File: src/rtl/div_rep_pkg.sv
// Shared types and constants for the repeated-subtraction divider.
package div_rep_pkg;

  localparam int unsigned DIV_REP_W_DEFAULT = 16;

  typedef enum logic [2:0] {
    S_IDLE = 3'd0,
    S_LDA  = 3'd1,
    S_LDB  = 3'd2,
    S_CHK  = 3'd3,
    S_SUB  = 3'd4,
    S_DONE = 3'd5
  } state_e;

endpackage

File: src/rtl/div_rep_ctrl.sv
// Control FSM for div_rep_sub: sequences operand loads, the subtract loop
// and the sticky done state; strobes drive the datapath in div_rep_sub.
module div_rep_ctrl
  import div_rep_pkg::*;
(
  input  logic clk,
  input  logic reset,
  input  logic start,
  input  logic a_ge_b,
  input  logic b_eqz,
  output logic ld_a,
  output logic ld_b,
  output logic clr_q,
  output logic dec_a,
  output logic set_dbz,
  output logic clr_dbz,
  output logic done,
  output logic busy
);

  state_e state_q, state_d;
  logic   done_q, done_d;
  logic   busy_q, busy_d;

  always_comb begin
    state_d = state_q;
    ld_a    = 1'b0;
    ld_b    = 1'b0;
    clr_q   = 1'b0;
    dec_a   = 1'b0;
    set_dbz = 1'b0;
    clr_dbz = 1'b0;
    case (state_q)
      S_IDLE: if (start) state_d = S_LDA;
      S_LDA: begin
        ld_a    = 1'b1;
        state_d = S_LDB;
      end
      S_LDB: begin
        ld_b    = 1'b1;
        clr_q   = 1'b1;
        state_d = S_CHK;
      end
      S_CHK: begin
        if (b_eqz) begin
          set_dbz = 1'b1;
          state_d = S_DONE;
        end else begin
          state_d = S_SUB;
        end
      end
      S_SUB: begin
        if (a_ge_b) dec_a = 1'b1;
        else        state_d = S_DONE;
      end
      S_DONE: begin
        if (start) begin
          clr_dbz = 1'b1;
          state_d = S_LDA;
        end
      end
      default: state_d = S_IDLE;
    endcase
    // Status flags are registered from the next state so they line up with state_q.
    done_d = (state_d == S_DONE);
    busy_d = (state_d == S_LDA) || (state_d == S_LDB) ||
             (state_d == S_CHK) || (state_d == S_SUB);
  end

  always_ff @(posedge clk) begin
    if (reset) begin
      state_q <= S_IDLE;
      done_q  <= 1'b0;
      busy_q  <= 1'b0;
    end else begin
      state_q <= state_d;
      done_q  <= done_d;
      busy_q  <= busy_d;
    end
  end

  assign done = done_q;
  assign busy = busy_q;

endmodule

File: src/rtl/div_rep_sub.sv
// Unsigned divider by repeated subtraction; operands arrive on data_in over two cycles.
// Optional subtraction counter port iter_cnt enabled by DIVREP_ITER_CNT_EN.
module div_rep_sub
  import div_rep_pkg::*;
#(
  parameter int unsigned W = DIV_REP_W_DEFAULT
) (
  input  logic         clk,
  input  logic         reset,
  input  logic         start,
  input  logic [W-1:0] data_in,
  output logic [W-1:0] quotient,
  output logic [W-1:0] remainder,
  output logic         done,
  output logic         div_by_zero,
  output logic         busy
`ifdef DIVREP_ITER_CNT_EN
  ,
  output logic [W-1:0] iter_cnt
`endif
);

  logic [W-1:0] a_q, a_d;
  logic [W-1:0] b_q, b_d;
  logic [W-1:0] q_q, q_d;
  logic         dbz_q, dbz_d;
  logic         a_ge_b, b_eqz;
  logic         ld_a, ld_b, clr_q, dec_a, set_dbz, clr_dbz;

  div_rep_ctrl u_ctrl (
    .clk     (clk),
    .reset   (reset),
    .start   (start),
    .a_ge_b  (a_ge_b),
    .b_eqz   (b_eqz),
    .ld_a    (ld_a),
    .ld_b    (ld_b),
    .clr_q   (clr_q),
    .dec_a   (dec_a),
    .set_dbz (set_dbz),
    .clr_dbz (clr_dbz),
    .done    (done),
    .busy    (busy)
  );

  assign a_ge_b = (a_q >= b_q);
  assign b_eqz  = (b_q == '0);

  always_comb begin
    a_d   = a_q;
    b_d   = b_q;
    q_d   = q_q;
    dbz_d = dbz_q;
    if (ld_a) a_d = data_in;
    if (ld_b) b_d = data_in;
    if (clr_q) q_d = '0;
    if (set_dbz) begin
      dbz_d = 1'b1;
      q_d   = '1;
    end
    // The a_ge_b guard on dec_a keeps the subtract borrow-free and Q below 2^W.
    if (dec_a) begin
      a_d = a_q - b_q;
      q_d = q_q + W'(1);
    end
    if (clr_dbz) dbz_d = 1'b0;
  end

  always_ff @(posedge clk) begin
    if (reset) begin
      a_q   <= '0;
      b_q   <= '0;
      q_q   <= '0;
      dbz_q <= 1'b0;
    end else begin
      a_q   <= a_d;
      b_q   <= b_d;
      q_q   <= q_d;
      dbz_q <= dbz_d;
    end
  end

  assign quotient    = q_q;
  assign remainder   = a_q;
  assign div_by_zero = dbz_q;

`ifdef DIVREP_ITER_CNT_EN
  logic [W-1:0] cnt_q, cnt_d;

  always_comb begin
    cnt_d = cnt_q;
    if (ld_b)  cnt_d = '0;
    if (dec_a) cnt_d = cnt_q + W'(1);
  end

  always_ff @(posedge clk) begin
    if (reset) cnt_q <= '0;
    else       cnt_q <= cnt_d;
  end

  assign iter_cnt = cnt_q;
`endif

endmodule
File: config.mk
export PLATFORM = sky130hd
export DESIGN_NAME = div_rep_sub
export DESIGN_NICKNAME = d
export VERILOG_FILES = /design/src/rtl/div_rep_pkg.sv /design/src/rtl/div_rep_ctrl.sv /design/src/rtl/div_rep_sub.sv
export SDC_FILE = /design/constraint.sdc
export NUM_CORES = 1
export LEC_CHECK = 0
export ABC_AREA = 1
export ABC_CLOCK_PERIOD_IN_PS = 4000
export CAP_MARGIN = 20
export CORE_MARGIN = 4
export CORE_UTILIZATION = 60
export DETAILED_ROUTE_END_ITERATION = 10
export PLACE_DENSITY = 0.95
export SETUP_SLACK_MARGIN = 0.1
export SYNTH_ARGS = -nofsm -noshare
export SYNTH_HDL_FRONTEND = slang
export SYNTH_SLANG_ARGS = --single-unit
File: constraint.sdc
create_clock -name clk -period 4 [get_ports clk]
set_clock_uncertainty 0.05 [all_clocks]
set_input_delay 0.4 -clock clk [delete_from_list [all_inputs] [get_ports clk]]
set_output_delay 0.4 -clock clk [all_outputs]
set_load 0.01 [all_outputs]
==> flow_summary.toml <==
[synth]
synth_top_area_share = 0.279
synth_cell_types = 34
yosys.area.top_type = "dfxtp_1"
synthTopCellsByArea = "dfxtp_1 (28%), nand2_1 (16%), inv_1 (9.1%)"
synth_edf_count = 0
ys.flop_type = "dfxtp_1"
syn-cell-area_mm2 = 0.00387
synth-seq-cells = 54
syn_area_per_cell_um2 = 6.30
syn_inst = 615
seq_area_frac_synth = 0.279
yosysWarnings = 0
synth_nets = 652
async_reset_ff_frac = 0

[cts]
cts_resized = 0
clkTransAtPathRegs_ns = 0.10
h-tree-depth = 2
root_buffer = "clkbuf_8"
insertion_delay_ns = 0.32
cts.path.max_buffers = 2
cts_setup_buffers = 0
tritoncts = "done"
hold_buffers = 0
cts_sinks = 54
cts_buffers = 5

[power]
total_power_mw = 3.83
power.leakage_nw = 2.09
p_per_area_mw_per_mm2 = 850
ir_worst_vdd_uv = 586

[global_routing]
grt_first_pass_wirelength_um = 17200
grt_antenna_before_repair = 0
grt-ovfl-total = 0
grt_pass1_vias = 3881
grt_use_total = 0.274
grt_max_degree = 52

[worst_setup_path]
worstReg2RegStart = "remainder[0]"
max_stage_delay_ns = 0.45
required_ns = 4.14
r2r_cells = 13
crit_arrival_ns = 2.67
regToRegSetupSlack_ns = 1.47
crit_fanout = 7
setup.worst_path.end_class = "flop"
crit_buf_inv = 2
crit_slowest_cell = "a21oi_1"
cp_cell_sequence = "inv_1 > ha_1 > fa_1 > inv_1 > nand3_1 > nand2_2 > nand2_1 > nand3_2 > nand2_4 > a21oi_1 > nand2_1 > nand2_1 > a21oi_1"
critPathLaunchType = "flop"
cpMostUsedCell = "nand2_1"
cp_top_family = "simple AND/OR/NAND/NOR gates"
r2r-end = "remainder[9]"
crit_type = "reg -> reg"

[drt]
remaining_drc_errors = 0
first_pass_iters = 6
routedWlPerCell_um = 14.2
drtIter0Drc = 428
routed_wl_um = 10500
ant_nets = 0
vias = 4177
via_per_inst = 5.68

[placed_design]
gp_congestion = 0.946
hpwl_um = 7800
io_buffers = 53

[timing]
hold_viol = 0
layout_min_cycle_time_ns = 2.53
setup-violations-final = 0
whs_ns = 0.438
timing.final.crit_share = 0.633
relSlewSlack = 0.507
tightestPinTransition_ns = 0.734
rsz0062_at_grt = "false"
max_freq_ghz = 0.395
fin_tns_setup_ns = 0
final_max_slew_viol_count = 0

[worst_hold_path]
whs_path_depth = 2
min_path_type = "reg -> reg"
hold_end = "b_q[5]"
hold_path_startpoint = "b_q[5]"

[finish]
diodes = 0
drive_above_1_share = 0.0426
final_cell_mix = "nand2_1 (164), inv_1 (94), nand3_1 (70)"
area_delta_synth_final_pct = 16.3
num-fill-cells = 521
final_common_cell = "nand2_1"
nNetsFinal = 694

[die]
fp.dieArea_mm2 = 0.00781
ioPinCount = 54
die_y_um = 88.4
initial_core_util = 0.614
die-width_um = 88.4
core_mm2 = 0.00631
core.rowCount = 29

[status]
status = "finished, final reports clean"

[job]
max-cap-violations = 0
-- worst min-delay path, delay by kind of cell (launching register included) --
family / cells / cell delay [ns]
AOI/OAI and AO/OA: 1 / 0.06
DFF: 1 / 0.32
buffers and inverters: 1 / 0.07
-- sequential cells by signal, summed over array words and instances, names as in the netlist --
name,cells
u_ctrl.busy,1
b_q,16
div_by_zero,1
u_ctrl.done,1
quotient,16
remainder,16
u_ctrl.state_q,3
-- how the worst max path moves through the flow --
stage / from / end / slack [ns] / depth (start not counted)
floorplan: remainder[0] / remainder[11] / 1.80 / 13
global placement: remainder[0] / remainder[11] / 1.67 / 13
detailed placement: remainder[0] / remainder[12] / 1.56 / 13
CTS: remainder[0] / remainder[12] / 1.50 / 13
global route: remainder[0] / remainder[12] / 1.30 / 13
finish: remainder[0] / remainder[9] / 1.47 / 13
-- synth_stat cells (6+ instances only) --
| master | instances |
|---|---|
| dfxtp_1 | 54 |
| nand3b_1 | 7 |
| a21oi_1 | 59 |
| nor2_1 | 41 |
| clkbuf_1 | 9 |
| nand2_1 | 164 |
| xor2_1 | 14 |
| nand4_1 | 10 |
| ha_1 | 17 |
| nand3_1 | 70 |
| nor3_1 | 7 |
| o21ai_1 | 6 |
| o21ai_0 | 20 |
| inv_1 | 94 |
-- where the power goes --
group / internal (mW) / switching [mW]
clock: 0.190 / 0.198
combinational: 0.923 / 1.75
sequential: 0.666 / 0.107
-- kinds of logic (layout without fill, tap and decap cells) --
| family | Yosys count | in the layout | share of synthesized area |
|---|---|---|---|
| and+or+nand+nor | 317 | 317 | 0.372 |
| buffers and inverters | 118 | 161 | 0.128 |
| xor gates and xnor gates | 18 | 18 | 0.0407 |
| adders and majority gates | 18 | 18 | 0.0601 |
| AOI/OAI and AO/OA | 90 | 90 | 0.120 |
| DFF | 54 | 54 | 0.279 |
-- routing by layer --
metal / vias to the layer above / GRT usage / routed length [µm]
li1: 2052 / - / -
met1: 1868 / 0.336 / 4270
met2: 220 / 0.467 / 4970
met3: 37 / 0.0540 / 884
met4: 0 / 0.117 / 334
met5: - / 0 / 0
-- stage by stage --
step	area [µm²]	instances	util	worst slack (ns)
2_1_floorplan	3870	615	-	1.80
3_3_place_gp	4390	727	0.695	1.67
3_5_place_dp	4390	727	0.695	1.56
4_1_cts	4510	735	0.714	1.50
5_1_grt	4510	735	0.714	1.30
6_report	4510	735	0.714	1.47
-- layout make-up --
cell class	instances	area (µm²)	share of cell area
inverters	98	368	0.0816
clock inverters	3	47.5	0.0106
well taps	77	96.3	0.0214
flip-flops and latches	54	1080	0.240
multi-input cells	443	2300	0.510
clock buffers	5	68.8	0.0153
repair buffers	55	546	0.121
(Power assumes the default switching activity.)
